`src/rtl/seg_scan_ctrl.sv`:
```
// Four-digit common-anode seven-segment scan controller.
// Blanking dead-time per slot and frame-boundary commit of the host shadow registers.
module seg_scan_ctrl #(
    parameter int TICK_DIV  = 100000,
    parameter int BLANK_CYC = 16
) (
    input  logic        clk,
    input  logic        rst_n,
    input  logic        en,
    input  logic        wr_en,
    input  logic [15:0] wr_data,
    input  logic [3:0]  wr_dp,
    input  logic [3:0]  wr_blank,
    output logic        wr_ready,
    output logic [3:0]  an,
    output logic [6:0]  seg,
    output logic        dp,
    output logic        frame_tick
);

    localparam int CW = $clog2(TICK_DIV);
    localparam logic [CW-1:0] LAST = CW'(TICK_DIV - 1);
    localparam logic [CW-1:0] BLK  = CW'(BLANK_CYC);

    typedef enum logic {BLANK, SHOW} state_t;

    state_t      state, state_n;
    logic [CW-1:0] cnt, cnt_n;
    logic [1:0]  idx, idx_n;
    logic        pending, pending_n;
    logic [15:0] sh_data, act_data, act_data_n;
    logic [3:0]  sh_dp, act_dp, act_dp_n;
    logic [3:0]  sh_blank, act_blank, act_blank_n;
    logic        slot_end, wrap, accept, commit;
    logic [3:0]  an_d, nib;
    logic [6:0]  seg_d;
    logic        dp_d;

    function automatic logic [6:0] hex7(input logic [3:0] v);
        logic [6:0] s;
        unique case (v)
            4'h0: s = 7'b1000000;
            4'h1: s = 7'b1111001;
            4'h2: s = 7'b0100100;
            4'h3: s = 7'b0110000;
            4'h4: s = 7'b0011001;
            4'h5: s = 7'b0010010;
            4'h6: s = 7'b0000010;
            4'h7: s = 7'b1111000;
            4'h8: s = 7'b0000000;
            4'h9: s = 7'b0010000;
            4'hA: s = 7'b0001000;
            4'hB: s = 7'b0000011;
            4'hC: s = 7'b1000110;
            4'hD: s = 7'b0100001;
            4'hE: s = 7'b0000110;
            default: s = 7'b0001110;
        endcase
        return s;
    endfunction

    assign wr_ready = ~pending;

    // Slot timing, handshake and commit decode (all next-state values)
    always_comb begin
        slot_end    = en && (cnt == LAST);
        wrap        = slot_end && (idx == 2'd3);
        accept      = wr_en && !pending;
        commit      = pending && (!en || wrap);
        cnt_n       = (!en || slot_end) ? '0 : cnt + CW'(1);
        idx_n       = !en ? 2'd0 : (slot_end ? idx + 2'd1 : idx);
        pending_n   = accept ? 1'b1 : (commit ? 1'b0 : pending);
        act_data_n  = commit ? sh_data  : act_data;
        act_dp_n    = commit ? sh_dp    : act_dp;
        act_blank_n = commit ? sh_blank : act_blank;
    end

    always_ff @(posedge clk or negedge rst_n) begin
        if (!rst_n) begin
            state     <= BLANK;
            cnt       <= '0;
            idx       <= 2'd0;
            pending   <= 1'b0;
            sh_data   <= 16'h0;
            sh_dp     <= 4'h0;
            sh_blank  <= 4'hF;
            act_data  <= 16'h0;
            act_dp    <= 4'h0;
            act_blank <= 4'hF;
        end else begin
            state     <= state_n;
            cnt       <= cnt_n;
            idx       <= idx_n;
            pending   <= pending_n;
            act_data  <= act_data_n;
            act_dp    <= act_dp_n;
            act_blank <= act_blank_n;
            if (accept) begin
                sh_data  <= wr_data;
                sh_dp    <= wr_dp;
                sh_blank <= wr_blank;
            end
        end
    end

    always_comb begin
        state_n = state;
        unique case (state)
            BLANK: if (en && cnt_n >= BLK) state_n = SHOW;
            SHOW:  if (!en || cnt_n < BLK) state_n = BLANK;
            default: state_n = BLANK;
        endcase
    end

    // Decode the upcoming cycle so the output flops match that cycle's cnt/idx
    always_comb begin
        an_d  = 4'hF;
        seg_d = 7'h7F;
        dp_d  = 1'b1;
        nib   = act_data_n[{idx_n, 2'b00} +: 4];
        if (state_n == SHOW) begin
            an_d = ~(4'b0001 << idx_n);
            if (!act_blank_n[idx_n]) begin
                seg_d = hex7(nib);
                dp_d  = ~act_dp_n[idx_n];
            end
        end
    end

    always_ff @(posedge clk or negedge rst_n) begin
        if (!rst_n) begin
            an         <= 4'hF;
            seg        <= 7'h7F;
            dp         <= 1'b1;
            frame_tick <= 1'b0;
        end else begin
            an         <= an_d;
            seg        <= seg_d;
            dp         <= dp_d;
            frame_tick <= wrap;
        end
    end

endmodule

```
`config.mk`:
```
export PLATFORM = sky130hd
export DESIGN_NAME = seg_scan_ctrl
export DESIGN_NICKNAME = d
export VERILOG_FILES = /design/src/rtl/seg_scan_ctrl.sv
export SDC_FILE = /design/constraint.sdc
export NUM_CORES = 1
export LEC_CHECK = 0
export ABC_AREA = 1
export BUFFER_PORTS_ARGS = -buffer_cell sky130_fd_sc_hd__clkbuf_2
export CAP_MARGIN = 20
export CORE_ASPECT_RATIO = 1.75
export CORE_UTILIZATION = 55
export CTS_BUF_LIST = sky130_fd_sc_hd__clkbuf_4
export CTS_CLUSTER_SIZE = 16
export DETAILED_ROUTE_END_ITERATION = 10
export PLACE_DENSITY = 0.78
export SKIP_LAST_GASP = 1
export SYNTH_ARGS = -nofsm -noshare
export SYNTH_HDL_FRONTEND = slang
export SYNTH_SLANG_ARGS = --single-unit
```
`constraint.sdc`:
```
create_clock -name clk -period 2.2 [get_ports clk]
set_clock_uncertainty 0.05 [all_clocks]
set_input_delay 0 -clock clk [delete_from_list [all_inputs] [get_ports clk]]
set_output_delay 0 -clock clk [all_outputs]
set_load 0.02 [all_outputs]
```
# Yosys cells after proc, flatten, opt, wreduce, memory -nomap -nowiden
# Memories as Yosys holds them, arrays and structs flattened.
# Index checks and enable logic that the tools add are counted.
word_totals:
  ff_bits: 82
  romBits: 112
  in_bits: 28
  wordCells: 59
  mem_count: 1
mem_list:
  columns: ["name", "depth", "word_bits", "read_ports", "rd_clocked_by_memory_dff", "write_ports", "line_no", "source"]
  rows:
  - ["(no name shown)", 16, 7, 1, 0, 0, "41", "unique case (v)"]
classes:
  n_addsub: 2
  order_cmp: 3
  n_eq_ne: 2
  n_shift: 2
  mux: 20
  bitwise: 4
  reduce_logical: 11
op_table:
  columns: ["cell", "count"]
  rows:
  - ["$add 17x1->17 const B", 1]
  - ["$eq 17x17->1 const B", 1]
  - ["$ge 17x5->1 const B", 1]
  - ["$lt 17x5->1 const B", 1]
  - ["$mux 17", 1]
  - ["$mux 16", 1]
  - ["$shiftx 16x5->4", 1]
  - ["$mux 7", 2]
  - ["$mux 4", 3]
  - ["$mux 1", 8]
  - ["$logic_and 1x1->1", 5]
  - ["$bmux 1 s2", 2]
  - ["$mux 2", 2]
  - ["$not 4->4", 1]
  - ["$shl 1x2->4 const A", 1]
  - ["$logic_or 1x1->1", 3]
  - ["$lt 2x3->1 const B", 1]
  - ["$not 1->1", 3]
  - ["$add 2x1->2 const B", 1]
  - ["$eq 2x2->1 const B", 1]
  - ["$logic_not 1->1", 2]
  - ["$pmux 1 s2", 1]
  - ["$reduce_bool 2->1", 1]

# Longest topological paths before layout
# Gate-level depths: netlist of the first run.
depth:
  depth_word: 11
  mapped_depth: 20
  mapped_depth_nobuf: 19

# Worst setup path before layout of the first run
# OpenSTA, ideal clock, no wires.
synth_path:
  path_type: "reg2reg"
  startpoint: "reg cnt[0]"
  endpoint: "reg seg[3]"
  setup_ns: 0.086
  arrival_time_ns: 2.241
  path_slack_ns: -0.176
  stages_incl_launch_ff: 19
  n_path_buf: 1
  path_cell_list: "dfrtp_1 > ha_1 > nand3_2 > nor2_4 > nand3_4 > o21bai_4 > nand2_4 > inv_2 > buf_6 > nand2_1 > nand3_1 > nand2_2 > nor2_4 > inv_1 > ha_1 > o21ai_2 > nand2_1 > nand2_1 > nand3_1"
synth_via:
  elab_chain_len: 10
  word_cells_on_any_way: 25
  cone_classes: "1 x add/sub; 2 x order compare; 1 x eq/ne; 1 x shift; 12 x mux; 7 x reduce/logical; 1 x memory"
synth_rtl:
  columns: ["item", "line_no", "source"]
  rows:
  - ["from (decl)", "28", "logic [CW-1:0] cnt, cnt_n;"]
  - ["from (signal assigned)", "92", "cnt <= cnt_n;"]
  - ["parallel branches: the longest is 9 deep, another holds $add 17x1->17", null, null]
  - ["$mux 7 *", "121", "if (state_n == SHOW) begin"]
  - ["named net seg_d[3]", "36", "logic [6:0] seg_d;"]
  - ["to (signal assigned)", "138", "seg <= seg_d;"]
  - ["to (decl)", "16", "output logic [6:0] seg,"]
# Mark *: on every way through the listed nets, which the timed path passes. The select of a mux whose other input is x is not followed.
# A chain may end at the register's enable or synchronous reset.

# Worst setup path in the final report of the first run
layout_path:
  startpoint: "reg cnt[1]"
  endpoint: "reg seg[1]"
layout_via:
  elab_chain_len: 10
  word_cells_on_any_way: 25
  cone_classes: "1 x add/sub; 2 x order compare; 1 x eq/ne; 1 x shift; 12 x mux; 7 x reduce/logical; 1 x memory"
layout_rtl:
  columns: ["item", "line_no", "source"]
  rows:
  - ["$eq 17x17->1", "66", "slot_end = en && (cnt == LAST);"]
  - ["$logic_and 1x1->1", "66", null]
  - ["$logic_and 1x1->1", "67", "wrap = slot_end && (idx == 2'd3);"]
  - ["$logic_or 1x1->1", "69", "commit = pending && (!en || wrap);"]
  - ["$logic_and 1x1->1", "69", null]
  - ["$mux 16", "73", "act_data_n = commit ? sh_data : act_data;"]
  - ["named net act_data_n[5]", "31", "logic [15:0] sh_data, act_data, act_data_n;"]
  - ["$shiftx 16x5->4", "120", "nib = act_data_n[{idx_n, 2'b00} +: 4];"]
  - ["$mem_v2 16x7", null, null]
  - ["$mux 7", "123", "if (!act_blank_n[idx_n]) begin"]
  - ["$mux 7", "121", null]
  - ["named net seg_d[1]", "36", null]
# The timed path passes the listed nets, and every way through them passes these cells. The select of a mux whose other input is x is not followed.

==> PnR_summary.wiki, run 1 <==
{| class="wikitable"
! Metric !! Value
|-
| Total nets after synthesis || 532
|-
| Reg2Reg Capture Point || seg[1]$_DFF_PN1_
|-
| Top area cells in the synthesized netlist || dfrtp_1 36%, dfstp_2 12%, nand2_1 9.9%, nand3_1 5.7%, inv_1 5.6%
|-
| Final #Nets || 668
|-
| Reg-to-reg setup timing slack || -250 ps
|-
| Crit path top cell by count || nand2_4
|-
| Antenna violations before repair || 0
|-
| Clk Tree Root Cell || clkbuf_4
|-
| Areal power density over the cells || a little under 700 nW/µm²
|-
| Launch point of the worst reg-to-reg path || cnt[1]$_DFF_PN0_
|-
| Worst Reg-to-Reg Cells || 17
|-
| Share of flip-flops with an asynchronous set or reset || 100%
|-
| Rel. slew slack || 34.0%
|-
| Placed cell area || 4900 µm²
|-
| Part of the total power dissipated in sequential elements || 47.5%
|-
| Commonest non-fill, non-tap cells in the layout || 93 x nand2_1, 66 x buf_4, 61 x dfrtp_1
|-
| Routed wire length || between 10000 and 15000 µm
|-
| Wire length of the first global-routing pass || 16100 µm
|-
| Core Footprint || 7340 µm²
|-
| Congestion Overflow GR || 0
|-
| Number of buffers created by CTS || 9
|-
| HPWL after detailed placement || 6910 µm
|-
| Max-slew violations || 0
|-
| Worst ir drop on vdd || ~0.00050 V
|-
| Data required time of the critical path || 2530 ps
|-
| Slew at the pin closest to its max-slew limit || 991 ps
|-
| Share of total power in combinational logic || 31.2%
|-
| Number of instances on the worst hold path || 4
|-
| Number of inserted diodes || 0
|-
| Fraction of final layout cells sized beyond drive strength 1 || 39.8%
|-
| Via density per instance || 5.26
|-
| Post-route fraction of the period consumed by the critical path || 111%
|-
| Final setup slack of the worst path || -249 ps
|-
| Pre-CTS setup slack || -227 ps
|-
| Area share of the leading cell type in the synthesized netlist || 36.2%
|-
| Number of enable flip-flop cells after synthesis || 0
|-
| TritonCTS clock tree || yes
|-
| Share of total power consumed by net switching || between 30% and 40%
|-
| Leakage component of the power || 0.00284 µW
|-
| Syn Inst Count || slightly below 500
|-
| Hold WC Path Type || in2reg
|-
| Rows || 41
|-
| Largest driver fanout on the critical path || 7
|-
| Largest buffer count on any clock path || 2
|-
| Worst-path cell with the longest stage delay || dfrtp_1
|-
| Dominant register cell in the synthesized netlist || dfrtp_1
|-
| Final routed DRC violation total || 0
|-
| Pin count of the biggest net entering global routing || around 80
|-
| Area leader, netlist || dfrtp_1
|-
| Height of the chip || 118 µm
|-
| Final ANT Viol Nets || 0
|-
| Filler cells || around 490
|-
| Synthesized area per cell || 8.49 µm²
|-
| Maxcap violations || 0
|-
| Cell area after technology mapping || 4210 µm²
|-
| Power Internal || 2630 µW
|-
| Area growth, synth to finish || 33.1%
|-
| Overall power of the completed layout || 3900 µW
|-
| Total non-filler cell area in the finished layout || 5610 µm²
|-
| Beginning of the worst hold path || wr_en
|-
| Routed wire per std cell || 14.3 µm
|-
| Worst-path clk slew || 120 ps
|-
| Net switching power figure || 1270 µW
|-
| Number of buffers added on ports || 41
|-
| CTS sink count || 81
|-
| Number of detailed-routing iterations run before antenna repair || 4
|-
| Effective utilization at floorplan || ~57%
|-
| Hold Path Sink || sh_blank[1]$_DFFE_PN1P_
|-
| Via count || 3796
|-
| Endpoint kind of the worst setup timing path || register
|-
| Drt first-iter violations || 231
|-
| Leading cell type in the layout, fill and taps excluded || nand2_1
|-
| Setup repair after global routing missed its margin || yes
|-
| Die Width || roughly 68 µm
|-
| Post-synthesis sequential area ratio || 48.7%
|-
| Number of warning messages in the yosys log || 0
|-
| Die area || approximately 8000 µm²
|-
| Skew-Pair Late Insertion Delay || 450 ps
|-
| Number of storage elements in the synthesis netlist || 81
|-
| GRT Util Overall || 26.9%
|-
| F_max || 0.408 GHz
|-
| Vias in the first global route || ~3800
|-
| CP max stage delay || 430 ps
|-
| Sort of element at the start of the critical path || register
|-
| Level count of the clock H-tree || 3
|-
| WS Path Type || reg2reg
|-
| Hold Violations, Final || 0
|-
| Total I/O pin count || 42
|-
| Outcome || finished with violations
|-
| Signal arrival time at the worst endpoint || between 2000 and 3000 ps
|-
| Crit path time final || between 2000 and 2500 ps
|-
| Number of different library cells in the post-synthesis netlist || 35
|-
| Count of final setup violators || 11
|-
| Final GP Congestion || 0.918
|-
| Relative contribution of the clock network to total power || 21.3%
|-
| Series of cell instances along the critical path || ha_4 -> nand3_4 -> nor2_4 -> nand3_4 -> o21bai_4 -> nand2_4 -> buf_12 -> nand2_4 -> nand2_4 -> nand2_2 -> nand2_2 -> nor2_4 -> ha_1 -> nand3_1 -> nand2_1 -> inv_1 -> nand2_1
|-
| Failing checks || setup timing
|}
-- synth_stat cells (2+ instances only) --
cell / count
a21oi_1: 17
and2_1: 11
buf_6: 5
clkbuf_1: 4
dfrtp_1: 61
dfstp_2: 20
ha_1: 8
inv_1: 63
inv_2: 10
mux2_2: 10
nand2_1: 111
nand2_2: 25
nand2_4: 5
nand3_1: 48
nand3_2: 3
nand3b_1: 2
nand4_1: 3
nor2_1: 47
nor2_2: 4
nor2_4: 7
nor3_1: 10
o21ai_0: 7
xor2_1: 3
-- worst max path at each step --
stage | start | slack, ps | endpoint
after floorplan | cnt[0]$_DFF_PN0_ | -150 | seg[1]$_DFF_PN1_
after global placement | cnt[11]$_DFF_PN0_ | -160 | seg[5]$_DFF_PN1_
after detailed placement | cnt[1]$_DFF_PN0_ | -230 | seg[5]$_DFF_PN1_
after CTS | cnt[0]$_DFF_PN0_ | -160 | seg[5]$_DFF_PN1_
after global routing | cnt[1]$_DFF_PN0_ | -400 | seg[1]$_DFF_PN1_
final | cnt[1]$_DFF_PN0_ | -250 | seg[1]$_DFF_PN1_
-- sequential cells by signal (all words and copies together), names as in the netlist --
register    flops
act_blank       4
act_data       16
act_dp          4
an              4
cnt            17
dp              1
frame_tick      1
idx             2
pending         1
seg             7
sh_blank        4
sh_data        16
sh_dp           4
-- layout make-up --
cell class,instances,area [µm²],share of cell area (%)
Sequential cell,81,2050,36.6
Clock inverter,5,47.5,0.848
Inverter,73,279,4.98
Clock buffer,10,75.1,1.34
Timing Repair Buffer,136,1020,18.2
Multi-Input combinational cell,331,2030,36.1
Tap cell,86,108,1.92
-- routing by layer --
layer | GRT usage [%] | part of all wire (%)
met5 | 0 | 0
met4 | 16.8 | 4.3
met1 | 28.3 | 37
met2 | 46.8 | 55
met3 | 4.26 | 3.4
-- critical path, delay by kind of cell, from the launching register on --
| kind | cells | cell delay [ps] |
|---|---|---|
| simple gates | 12 | 1040 |
| compound gates | 1 | 170 |
| fa+ha+maj | 2 | 470 |
| buf+inv | 2 | 210 |
| flops | 1 | 430 |
-- stage by stage --
stage	cells	TNS, ps	hold WS [ps]	util [%]
after floorplan	496	-930	-346	-
after global placement	667	-931	164	66.8
after detailed placement	667	-1530	174	66.8
after CTS	716	-1070	127	73.8
after global routing	722	-3140	219	76.4
final	722	-1920	124	76.4
-- power groups by stage --
stage / registers, µW / logic, µW / clock network [µW]
after global placement: 1860 / 922 / 0
after floorplan: 1840 / 699 / 0
after detailed placement: 1870 / 969 / 0
after global routing: 1870 / 1330 / 898
final: 1850 / 1210 / 831
after CTS: 1850 / 1090 / 837
-- repair_timing --
action / 4_1_cts / 5_1_grt
pin swaps: 20 / 20
setup endpoints to repair: 11 / 12
endpoints found under the hold margin: 89 / 0
hold buffers: 26 / 0
setup buffers: 8 / 7
gates resized for setup: 20 / 32
-- logic make-up after synthesis --
kind of cell	synth area share, %
XOR/XNOR	0.832
AND/OR/NAND/NOR	32.8
flip-flops	48.7
multiplexers	2.67
buffers and inverters	8.49
AO/OA/AOI/OAI	4.13
adder cells (fa/ha/maj)	2.38
Note: power is estimated with default switching activity, not from simulation.
==> inputs of run 2 (changes only) <==
GPL_TIMING_DRIVEN = 0   (was not set)
==> run 2 against run 1 <==
Effect of this change:
- clock power up 47%
- register-to-register slack lost 200 ps
- worst hold slack got worse by 96 ps
- non-clock buffer count down 28
- power increased by 8.0%
- the run still ends with setup timing left
- sequential share of layout area increased by 0.85 points
==> PnR_summary.wiki, run 2 (synthesis results as in run 1) <==
{| class="wikitable"
! Metric !! Value
|-
| Met3 track utilization from global routing || 4.65%
|-
| Fraction of final layout cells sized beyond drive strength 1 || between 30% and 40%
|-
| Height of the chip || 118 µm
|-
| Congestion Overflow GR || 0
|-
| Commonest non-fill, non-tap cells in the layout || 99 x nand2_1, 59 x dfrtp_1, 58 x inv_1
|-
| Core Footprint || 7340 µm²
|-
| Clk Tree Root Cell || clkbuf_4
|-
| Setup Total Neg Slack || -3710 ps
|-
| Crit path time final || roughly 2600 ps
|-
| Die Width || 68.2 µm
|-
| Register with the most flip-flops || cnt
|-
| Number of instances on the worst hold path || 5
|-
| Worst-path clk slew || 140 ps
|-
| Leading cell type in the layout, fill and taps excluded || nand2_1
|-
| Antenna violations before repair || 0
|-
| Pin count of the biggest net entering global routing || 69
|-
| Number of inserted diodes || 0
|-
| Final GP Congestion || 0.887
|-
| Slew at the pin closest to its max-slew limit || 564 ps
|-
| Via count || 3622
|-
| Hold Path Sink || sh_data[2]$_DFFE_PN0P_
|-
| Vias in the first global route || 3699
|-
| Global route hottest layer || met2
|-
| Wire length of the first global-routing pass || 16100 µm
|-
| Level count of the clock H-tree || 3
|-
| Final routed DRC violation total || 0
|-
| Outcome || finished with violations
|-
| HPWL after detailed placement || 6440 µm
|-
| Rel. slew slack || slightly above 60%
|-
| Areal power density over the cells || 767 nW/µm²
|-
| Sort of element at the start of the critical path || register
|-
| GRT Util Overall || 27.0%
|-
| Setup repair after global routing missed its margin || yes
|-
| Area growth, synth to finish || 30.2%
|-
| Launch point of the worst reg-to-reg path || cnt[0]$_DFF_PN0_
|-
| Total I/O pin count || 42
|-
| Failing checks || setup timing
|-
| Largest driver fanout on the critical path || 6
|-
| Number of buffers added on ports || 40
|-
| Final ANT Viol Nets || 0
|-
| Largest registers || cnt (17), act_data (16), sh_data (16)
|-
| Count of final setup violators || 12
|-
| Number of detailed-routing iterations run before antenna repair || 4
|-
| Worst Reg-to-Reg Cells || 18
|-
| TritonCTS clock tree || yes
|-
| Drt first-iter violations || 162
|-
| Number of buffers created by CTS || 9
|-
| Leakage component of the power || 0.00270 µW
|-
| Effective utilization at floorplan || 57.4%
|-
| CTS sink count || 81
|-
| Die area || 8030 µm²
|-
| F_max || around 0.38 GHz
|-
| WS Path Type || reg2reg
|-
| Final setup slack of the worst path || -445 ps
|-
| Max-slew violations || 0
|-
| Signal arrival time at the worst endpoint || 2970 ps
|-
| Hold WC Path Type || in2reg
|-
| Met2 track utilization from global routing || 47.6%
|-
| Reg2Reg Capture Point || seg[6]$_DFF_PN1_
|-
| Max reg flops || 17
|-
| Beginning of the worst hold path || wr_en
|-
| Dpl cells || 623
|-
| M1 GR Usage || 27.6%
|-
| Final #Nets || 640
|-
| Hold Violations, Final || 0
|-
| Skew-Pair Late Insertion Delay || 450 ps
|-
| Routed wire per std cell || 14.0 µm
|-
| Largest buffer count on any clock path || 2
|-
| Post-route fraction of the period consumed by the critical path || 120%
|-
| Data required time of the critical path || 2520 ps
|-
| Worst ir drop on vdd || 0.000596 V
|-
| Endpoint kind of the worst setup timing path || register
|-
| Routed wire length || 9760 µm
|-
| Reg-to-reg setup timing slack || -440 ps
|-
| Non-Filler Instances || 695
|-
| Via density per instance || 5.21
|-
| Rows || 41
|-
| Maxcap violations || 0
|}
run 2: report_power, final:
| group | internal [µW] | leakage [µW] | switching, µW |
|---|---|---|---|
| clock | 691 | 0.000110 | 529 |
| sequential | 1750 | 0.000951 | 91.6 |
| combinational | 505 | 0.00164 | 643 |
| total | 2940 | 0.00270 | 1260 |
run 2: worst max-delay path: stages (launching register included):
cell      delay (ps)
dfrtp_1          380
ha_2             210
nand3_4           90
nor2_4           150
nand3_4          110
o21bai_4         230
nand2_4          120
buf_8            150
buf_4            140
nand2_2           60
nand3_2           80
nand2_2           90
nor2_4            50
buf_4            140
ha_4             150
inv_2             60
nor2_1            40
a21oi_1          170
nand2_1           70
run 2: final cells by class:
cell class	count	area [µm²]
Sequential cell	81	2050
Multi-Input combinational cell	331	2000
Fill cell	516	1850
Timing Repair Buffer	97	738
Inverter	73	279
Clock inverter	7	143
Tap cell	86	108
Buffer	11	92.6
Clock buffer	9	67.6
run 2: stage by stage:
stage | utilization, % | area, µm² | power, µW | hold slack [ps] | setup slack, ps
floorplan | - | 4250 | 2540 | -346 | -151
CTS | 71.0 | 5210 | 4070 | 29.1 | -335
global placement | 62.1 | 4550 | 2720 | 170 | -503
global route | 74.8 | 5490 | 4410 | 95.6 | -586
finish | 74.8 | 5490 | 4210 | 28.2 | -445
detailed placement | 62.5 | 4580 | 2770 | -152 | -552
run 2: what timing repair did:
item / 4_1_cts / 5_1_grt
hold buffers: 29 / 0
hold endpoints to repair: 119 / 0
resized for setup: 7 / 45
buffers inserted: 11 / 15
setup endpoints to repair: 8 / 15
pin swaps: 9 / 18
cloned: 1 / 0
run 2: worst max path at each step:
stage / from / endpoint / slack (ps) / cells after the start
after floorplan: cnt[0]$_DFF_PN0_ / seg[1]$_DFF_PN1_ / -150 / 17
after global placement: cnt[0]$_DFF_PN0_ / seg[0]$_DFF_PN1_ / -500 / 19
after detailed placement: cnt[0]$_DFF_PN0_ / seg[0]$_DFF_PN1_ / -550 / 19
after CTS: cnt[0]$_DFF_PN0_ / seg[1]$_DFF_PN1_ / -330 / 17
after global routing: cnt[7]$_DFF_PN0_ / seg[3]$_DFF_PN1_ / -590 / 18
final: cnt[0]$_DFF_PN0_ / seg[6]$_DFF_PN1_ / -440 / 18
run 2: per-layer routing:
metal	routed length, µm	up-vias
li1	-	1760
met1	3480	1741
met2	5570	91
met3	344	30
met4	367	0
met5	0	-
==> inputs of run 3 (changes only) <==
CTS_BUF_LIST = sky130_fd_sc_hd__clkbuf_8   (was sky130_fd_sc_hd__clkbuf_4)
==> run 3 against run 2 <==
Effect of this change:
- worst hold slack better by 90 ps
- global-route usage fell by 0.16 points
- largest power group unchanged
- the run still ends with setup timing left
- cell area rose by 1.4%
==> PnR_summary.wiki, run 3 (synthesis results as in run 1) <==
{| class="wikitable"
! Metric !! Value
|-
| Number of buffers created by CTS || 9
|-
| Level count of the clock H-tree || 3
|-
| Register with the most flip-flops || cnt
|-
| Routed wire length || 10100 µm
|-
| CTS sink count || a little over 80
|-
| Hold WC Path Type || in2reg
|-
| Final setup slack of the worst path || -463 ps
|-
| Worst-path cell with the longest stage delay || dfrtp_1
|-
| Sort of element at the start of the critical path || register
|-
| Pin count of the biggest net entering global routing || 69
|-
| Series of cell instances along the critical path || ha_2 -> nand3_4 -> nor2_4 -> nand3_4 -> o21bai_4 -> nand2_4 -> buf_8 -> buf_6 -> nand2_4 -> nand3_2 -> nand2_2 -> nor2_4 -> buf_4 -> ha_4 -> nand2_1 -> nand3_1 -> nand3_1
|-
| Vias in the first global route || 3705
|-
| Largest buffer count on any clock path || 2
|-
| Effective utilization at floorplan || 57.4%
|-
| Max reg flops || 17
|-
| Failing checks || setup timing
|-
| Post-route fraction of the period consumed by the critical path || 121%
|-
| Number of instances on the worst hold path || 5
|-
| Via count || 3643
|-
| Outcome || finished with violations
|-
| Height of the chip || between 100 and 150 µm
|-
| Fraction of final layout cells sized beyond drive strength 1 || approximately 37%
|-
| Placed cell area || 4580 µm²
|-
| Worst Reg-to-Reg Cells || 17
|-
| Rows || 41
|-
| Largest registers || cnt (17), act_data (16), sh_data (16)
|-
| Routed wire per std cell || about 15 µm
|-
| Leakage component of the power || 0.00274 µW
|-
| Total I/O pin count || 42
|-
| Worst-path clk slew || about 80 ps
|-
| Core Footprint || 7340 µm²
|-
| Wire length of the first global-routing pass || 16000 µm
|-
| Endpoint kind of the worst setup timing path || register
|-
| Crit path time final || 2660 ps
|-
| WS Path Type || reg2reg
|-
| Skew-Pair Late Insertion Delay || approximately 360 ps
|-
| Number of inserted diodes || 0
|-
| Data required time of the critical path || 2430 ps
|-
| CP max stage delay || 370 ps
|-
| Final ANT Viol Nets || 0
|-
| GRT Util Overall || 26.8%
|-
| Signal arrival time at the worst endpoint || 2890 ps
|-
| Area growth, synth to finish || 32.0%
|-
| Die area || 8030 µm²
|-
| Final routed DRC violation total || 0
|-
| Hold Violations, Final || 0
|-
| Via density per instance || between 5 and 6
|-
| F_max || 0.375 GHz
|-
| Leading cell type in the layout, fill and taps excluded || nand2_1
|-
| Worst ir drop on vdd || 0.000596 V
|-
| Antenna violations before repair || 0
|-
| Beginning of the worst hold path || wr_en
|-
| Reg-to-reg setup timing slack || -460 ps
|-
| Count of final setup violators || 12
|-
| Slew at the pin closest to its max-slew limit || between 600 and 700 ps
|-
| HPWL after detailed placement || 6440 µm
|-
| Setup Total Neg Slack || -3640 ps
|-
| Congestion Overflow GR || 0
|-
| Number of buffers added on ports || 40
|-
| Hold Path Sink || sh_blank[1]$_DFFE_PN1P_
|-
| Non-Filler Instances || 694
|-
| Worst path bufs/invs || 3
|-
| Largest driver fanout on the critical path || 6
|-
| Final GP Congestion || 0.887
|-
| Dpl cells || 623
|-
| Max-slew violations || 0
|-
| Die Width || 68.2 µm
|-
| Drt first-iter violations || 225
|-
| TritonCTS clock tree || yes
|-
| Commonest non-fill, non-tap cells in the layout || 95 x nand2_1, 60 x dfrtp_1, 59 x inv_1
|-
| Number of detailed-routing iterations run before antenna repair || 5
|-
| Filler cells || 495
|-
| Areal power density over the cells || 799 nW/µm²
|-
| Total non-filler cell area in the finished layout || 5560 µm²
|-
| Clk Tree Root Cell || clkbuf_8
|-
| Final #Nets || 639
|-
| Rel. slew slack || 59.8%
|-
| Top delay family on crit path || simple AND/OR/NAND/NOR gates
|-
| Launch point of the worst reg-to-reg path || cnt[0]$_DFF_PN0_
|-
| Reg2Reg Capture Point || seg[3]$_DFF_PN1_
|-
| Setup repair after global routing missed its margin || yes
|-
| Maxcap violations || 0
|-
| Final standard cell utilization of the core || 75.8%
|}
## run 3: cell types whose count changed in the layout (fill, tap and decap cells not counted), sizes merged
cell,delta
buf,+1
dlygate4sd3,-2
## run 3: worst max-delay path by stage
| stage | startpoint | endpoint | slack, ps | cells past startpoint |
|---|---|---|---|---|
| 3_5_place_dp | cnt[0]$_DFF_PN0_ | seg[0]$_DFF_PN1_ | -550 | 19 |
| 4_1_cts | cnt[0]$_DFF_PN0_ | seg[3]$_DFF_PN1_ | -320 | 18 |
| 2_1_floorplan | cnt[0]$_DFF_PN0_ | seg[1]$_DFF_PN1_ | -150 | 17 |
| 5_1_grt | cnt[7]$_DFF_PN0_ | seg[3]$_DFF_PN1_ | -580 | 18 |
| 3_3_place_gp | cnt[0]$_DFF_PN0_ | seg[0]$_DFF_PN1_ | -500 | 19 |
| 6_report | cnt[0]$_DFF_PN0_ | seg[3]$_DFF_PN1_ | -460 | 17 |
## run 3: cell type report
cell class                 count  area, µm²  share of cell area [%]
timing repair buffer          96        733                    13.2
multi-input combinational    331       2030                    36.5
clock inverter                 7        143                    2.56
clock buffer                   9        124                    2.23
tap                           86        108                    1.93
buffer                        11       91.3                    1.64
sequential                    81       2050                    36.9
inverter                      73        279                    5.02
## run 3: power by group
group / switching (µW) / internal (µW)
sequential: 97.7 / 1750
clock: 551 / 870
combinational: 665 / 510
total: 1310 / 3130
## run 3: routing by layer
metal / up-vias / global-route usage [%] / wire length (µm)
li1: 1750 / - / -
met1: 1766 / 27.7 / 3720
met2: 97 / 48.3 / 5690
met3: 30 / 5.23 / 349
met4: 0 / 13.2 / 360
met5: - / 0 / 0
## run 3: stage by stage
step | hold slack, ps | setup slack, ps | total power (µW)
floorplan | -346 | -151 | 2540
global placement | 170 | -503 | 2720
detailed placement | -152 | -552 | 2770
CTS | 106 | -325 | 4300
global route | 206 | -577 | 4650
finish | 119 | -463 | 4440
## run 3: tightest hold or removal path, stage by stage
cell and delay (ps):
clkbuf_2 80, nand2_1 70, clkbuf_1 210, nor2_1 130
a21oi_1 40
## run 3: timing repair
action | CTS | global route
gates cloned | 1 | 0
hold endpoints to repair | 89 | 0
buffers inserted | 11 | 16
resized for setup | 14 | 44
setup endpoints to repair | 8 | 12
hold buffers | 27 | 0
pin swaps | 15 | 19
